<file path="config.mk">
export PLATFORM = sky130hd
export DESIGN_NAME = mux2_vector_sequencer
export DESIGN_NICKNAME = d
export VERILOG_FILES = /design/src/rtl/mux2_seq_pkg.sv /design/src/rtl/mux2_dwell_counter.sv /design/src/rtl/mux2_vector_sequencer.sv
export SDC_FILE = /design/constraint.sdc
export NUM_CORES = 1
export LEC_CHECK = 0
export ABC_AREA = 0
export CAP_MARGIN = 10
export CELL_PAD_IN_SITES_DETAIL_PLACEMENT = 2
export CELL_PAD_IN_SITES_GLOBAL_PLACEMENT = 2
export CORE_MARGIN = 1
export CORE_UTILIZATION = 29
export DETAILED_ROUTE_END_ITERATION = 12
export HOLD_SLACK_MARGIN = 0.06
export PLACE_DENSITY_LB_ADDON = 0.1
export RECOVER_POWER = 100
export SKIP_LAST_GASP = 1
export SYNTH_ARGS = -nofsm -noshare
export SYNTH_HDL_FRONTEND = slang
export SYNTH_SLANG_ARGS = --single-unit
export TNS_END_PERCENT = 5
</file>
<file path="constraint.sdc">
create_clock -name clk -period 1.9 [get_ports clk]
set_input_delay 0.19 -clock clk [delete_from_list [all_inputs] [get_ports clk]]
set_output_delay 0.19 -clock clk [all_outputs]
set_load 0.01 [all_outputs]
</file>
<file path="src/rtl/mux2_seq_pkg.sv">
// Shared types and helpers for the mux2 vector sequencer.
package mux2_seq_pkg;

  typedef enum logic [1:0] {
    IDLE  = 2'd0,
    APPLY = 2'd1,
    DONE  = 2'd2
  } state_t;

  localparam int NUM_VEC = 8;

  // Reference behaviour of the downstream mux2.
  function automatic logic exp_out(input logic d0, input logic d1, input logic s);
    return s ? d1 : d0;
  endfunction

endpackage

</file>
<file path="src/rtl/mux2_dwell_counter.sv">
// Loadable down-counter that times how long each vector is held; last flags count==1.
module mux2_dwell_counter #(
  parameter int CNT_W = 8
) (
  input  logic             clk,
  input  logic             rst_n,
  input  logic             load,
  input  logic [CNT_W-1:0] load_val,
  input  logic             en,
  output logic             last
);

  logic [CNT_W-1:0] cnt;

  always_ff @(posedge clk) begin
    if (!rst_n)
      cnt <= '0;
    else if (load)
      cnt <= load_val;
    else if (en && cnt != '0)
      cnt <= cnt - 1'b1;
  end

  assign last = (cnt == CNT_W'(1));

endmodule

</file>
<file path="src/rtl/mux2_vector_sequencer.sv">
// Walks the 8 {data_in_0, data_in_1, sel} vectors with per-vector dwell times.
// Optional downstream checker compiled in with `MUX_SELF_CHECK_EN.
module mux2_vector_sequencer
  import mux2_seq_pkg::*;
#(
  parameter int LONG_DWELL  = 50,
  parameter int SHORT_DWELL = 10,
  parameter int CNT_W       = 8,
  parameter int ERR_W       = 4
) (
  input  logic             clk,
  input  logic             rst_n,
  input  logic             start,
  input  logic             abort,
  output logic             data_in_0,
  output logic             data_in_1,
  output logic             sel,
  output logic [2:0]       vec_idx,
  output logic             busy,
  output logic             done,
  input  logic             mux_out,
  output logic [ERR_W-1:0] err_cnt
);

  if (LONG_DWELL < 1 || LONG_DWELL >= 2**CNT_W || SHORT_DWELL < 1 || SHORT_DWELL >= 2**CNT_W) begin : g_bad_dwell
    $error("mux2_vector_sequencer: dwell must be >= 1 and fit in CNT_W bits");
  end

  localparam logic [CNT_W-1:0] LONG_V  = CNT_W'(LONG_DWELL);
  localparam logic [CNT_W-1:0] SHORT_V = CNT_W'(SHORT_DWELL);
  localparam logic [2:0]       LAST_IDX = 3'(NUM_VEC - 1);

  state_t           state, state_nxt;
  logic [2:0]       idx, idx_nxt;
  logic             load, last, accept;
  logic [CNT_W-1:0] load_val;

  assign accept = (state == IDLE) && start && !abort;

  always_comb begin
    state_nxt = state;
    idx_nxt   = idx;
    load      = 1'b0;
    load_val  = LONG_V;
    case (state)
      IDLE: begin
        if (accept) begin
          state_nxt = APPLY;
          idx_nxt   = '0;
          load      = 1'b1;
        end
      end
      APPLY: begin
        if (last) begin
          if (idx != LAST_IDX) begin
            idx_nxt  = idx + 3'd1;
            load     = 1'b1;
            // idx+1 of 0 or 4 means the vector about to start is 0 or 4
            load_val = (idx_nxt[1:0] == 2'b00) ? LONG_V : SHORT_V;
          end else begin
            state_nxt = DONE;
            idx_nxt   = '0;
          end
        end
      end
      DONE:    state_nxt = IDLE;
      default: state_nxt = IDLE;
    endcase
    if (abort) begin
      state_nxt = IDLE;
      idx_nxt   = '0;
      load      = 1'b0;
    end
  end

  always_ff @(posedge clk) begin
    if (!rst_n) begin
      state <= IDLE;
      idx   <= '0;
    end else begin
      state <= state_nxt;
      idx   <= idx_nxt;
    end
  end

  mux2_dwell_counter #(.CNT_W(CNT_W)) u_dwell (
    .clk      (clk),
    .rst_n    (rst_n),
    .load     (load),
    .load_val (load_val),
    .en       (state == APPLY),
    .last     (last)
  );

  assign vec_idx   = idx;
  assign data_in_0 = idx[2];
  assign data_in_1 = idx[1];
  assign sel       = idx[0];
  assign busy      = (state == APPLY);
  assign done      = (state == DONE);

`ifdef MUX_SELF_CHECK_EN
  logic [ERR_W-1:0] err_q;

  always_ff @(posedge clk) begin
    if (!rst_n)
      err_q <= '0;
    else if (accept)
      err_q <= '0;
    else if (state == APPLY && last && mux_out != exp_out(idx[2], idx[1], idx[0]) && err_q != '1)
      err_q <= err_q + 1'b1;
  end

  assign err_cnt = err_q;
`else
  logic unused_mux_out;
  assign unused_mux_out = mux_out;
  assign err_cnt = '0;
`endif

endmodule

</file>
==> flow_summary.toml <==
[drt]
drtAntennaViolNets = 0
num_vias = 716
wire_per_inst_um = 15.64
drt-total-wl_um = 2190
first_iter_violations = 3
via_per_inst = 5.114
first_pass_iters = 2
drc = 0

[grt]
first_global_vias = 722
antenna_found_initial = 0
grt-ovfl-total = 0
grt_pass1_wl_um = 3470
grtUsageTotal_pct = 17.24
grt_max_degree = 9

[worst_setup_path]
path_buf_inv = 2
worstSetupStartpointType = "flip-flop"
crit_family = "buffers and inverters"
end_kind = "output port"
cpMaxStageDelayCell = "clkdlybuf4s50_1"
crit_required_ns = 1.71
slowest_delay_ns = 0.56
crit_fanout = 7
cp.arrival_ns = 1.56
crit_type = "reg2out"
cp_cell_sequence = "nand2b_1 -> inv_2 -> clkdlybuf4s50_1"

[pwr]
swShare_pct = 30.77
p_comb_share_pct = 18.5
max-vdd-ir-drop_mv = 0.3760
p_seq_share_pct = 49.3
pwr-share-clk_pct = 32.1
p_switching_uw = 184.0
p_leak_uw = 0.0003954
intPower_uw = 413.9
power-per-cell-area_nw_per_um2 = 609.4

[timing]
report.final.slew_viol_count = 0
period_share_pct = 92.25
rsz0062_at_grt = "true"
finClkSkew_ns = 0.006828
fmax_ghz = 0.5706
worst_slack_ns = 0.1473
setup_viol = 0
hold_viol = 0
final.setup.tns_ns = 0
period_needed_ns = 1.753

[clock_network]
clock-root-buffer = "clkbuf_4"
postCtsSetupRepairBufs = 0
cts_tree = "built"
h-tree-depth = 1
cts_buffer_depth = 2
path_clk_slew_ns = 0.09
clk_latency_ns = 0.29
tritoncts.num_buffers = 3
clkSinkCount = 13

[logic_synthesis]
syn_avg_cell_area_um2 = 8.521
async_flop_share_pct = 0
synthFlopType = "dfxtp_1"
yosysWarnings = 0
synth_edf_count = 0
synthCells = 95
syn_area_um2 = 809.5
synth_cell_types = 29
synth_seq_cells = 13
ys_seq_area_share_pct = 32.15

[die]
die_x_um = 54.84
start_util_pct = 31.53
core_area_um2 = 2567
die_h_um = 54.84
dieArea_um2 = 3007
io_pins = 17
rows = 18

[final_layout]
n_fill_cell = 304
nNetsFinal = 121
ff_latch_area_um2 = 261.5
post-route-cell-area_um2 = 980.9
antenna_cells = 0
multi_input_area_um2 = 493.0
area_delta_synth_final_pct = 21.17
layout-drive-gt1-share_pct = 15.45
final_core_util_pct = 38.21

[place]
numPortBuffers = 11
globalplace.congestion = 0.6862
placed_area_um2 = 945.9
dp_hpwl_um = 1719
pre_cts_ws_ns = 0.09018

[run_status]
status = "completed"

[flow_run]
drv_cap = 0

[min_path]
min_path_type = "reg2reg"
## sequential cells by signal, summed over array words and instances, names as in the netlist
signal and count:
u_dwell.cnt 8, vec_idx 3, state 2
## worst min-delay path: cells and delay by family, from the launching register on
kind | cells | cell delay, ns
flip-flops | 1 | 0.34
AND/OR/NAND/NOR | 1 | 0.07
AO/OA/AOI/OAI | 1 | 0.06
## layout by cell type, fill, tap and decap left out, types with 2 or more instances in the layout
cell,instances
nor2b_1,3
conb_1,4
clkbuf_4,3
nand2_1,5
a21oi_1,7
mux2i_1,3
ha_1,5
nand3_1,6
nor3_1,2
nor3b_1,2
a211oi_2,2
nor2_1,9
xnor2_1,3
a211oi_1,5
inv_1,5
or3_1,3
dfxtp_1,12
nand2b_1,2
clkdlybuf4s50_1,11
buf_4,4
## power by group through the flow
stage / clock network (uW) / registers, uW / logic, uW
floorplan: 0 / 298 / 76.7
global placement: 0 / 301 / 106
detailed placement: 0 / 301 / 110
CTS: 199 / 295 / 111
global route: 213 / 297 / 123
finish: 192 / 295 / 111
## synth_stat cells, types with 2 or more instances
cell type | count | share of area (%)
a211oi_1 | 6 | 5.6
a21oi_1 | 7 | 4.3
buf_4 | 7 | 6.5
dfxtp_1 | 13 | 32
ha_1 | 5 | 7.7
inv_1 | 6 | 2.8
mux2i_1 | 3 | 3.7
nand2_1 | 5 | 2.3
nand2b_1 | 2 | 1.5
nand3_1 | 6 | 3.7
nor2_1 | 9 | 4.2
nor2b_1 | 3 | 2.3
nor3_1 | 2 | 1.2
nor3b_1 | 2 | 1.9
or3_1 | 3 | 2.3
xnor2_1 | 3 | 3.2
## worst paths after layout
| check | slack [ns] | end | cells after the start | from |
|---|---|---|---|---|
| worst max-delay path | 0.15 | busy | 3 | state[1] |
| worst min-delay path | 0.51 | vec_idx[2] | 2 | vec_idx[2] |
| worst max register to register | 0.17 | u_dwell.cnt[5] | 7 | u_dwell.cnt[1] |
| worst min register to register | 0.51 | vec_idx[2] | 2 | vec_idx[2] |
## through the flow
| stage | hold WS (ns) | std cells | power (uW) |
|---|---|---|---|
| after floorplan | 0.3619 | 98 | 374.5 |
| after global placement | 0.4987 | 136 | 406.5 |
| after detailed placement | 0.5048 | 136 | 411.6 |
| after CTS | 0.5223 | 140 | 604.6 |
| after global routing | 0.5573 | 140 | 632.7 |
| final | 0.5138 | 140 | 597.8 |
## cell families after synthesis
family	Yosys count	synth area share (%)
compound gates	16	13.14
xor+xnor	3	3.246
fa+ha+maj	5	7.728
buf+inv	13	9.273
flops	13	32.15
mux	4	5.101
other cells	1	0.4632
simple gates	40	28.90
## cell type report
type	count	area share [%]
repair buffers	15	14.29
inverters	6	2.296
flip-flops and latches	13	26.66
well taps	30	3.827
multi-input cells	72	50.26
clock buffers	4	2.679
## layer usage
metal | global-route usage, % | up-vias | part of all wire, %
met5 | 0 | - | 0
met1 | 22.44 | 344 | 48
li1 | - | 356 | -
met3 | 3.333 | 4 | 2.9
met2 | 27.11 | 12 | 48
met4 | 7.692 | 0 | 1.1
## what timing repair did
item,in CTS,in global routing
gates resized for setup,0,5
endpoints found under the hold margin,0,0
setup endpoints to repair,0,6
hold buffers,0,0
Note: power is estimated with default switching activity, not from simulation.
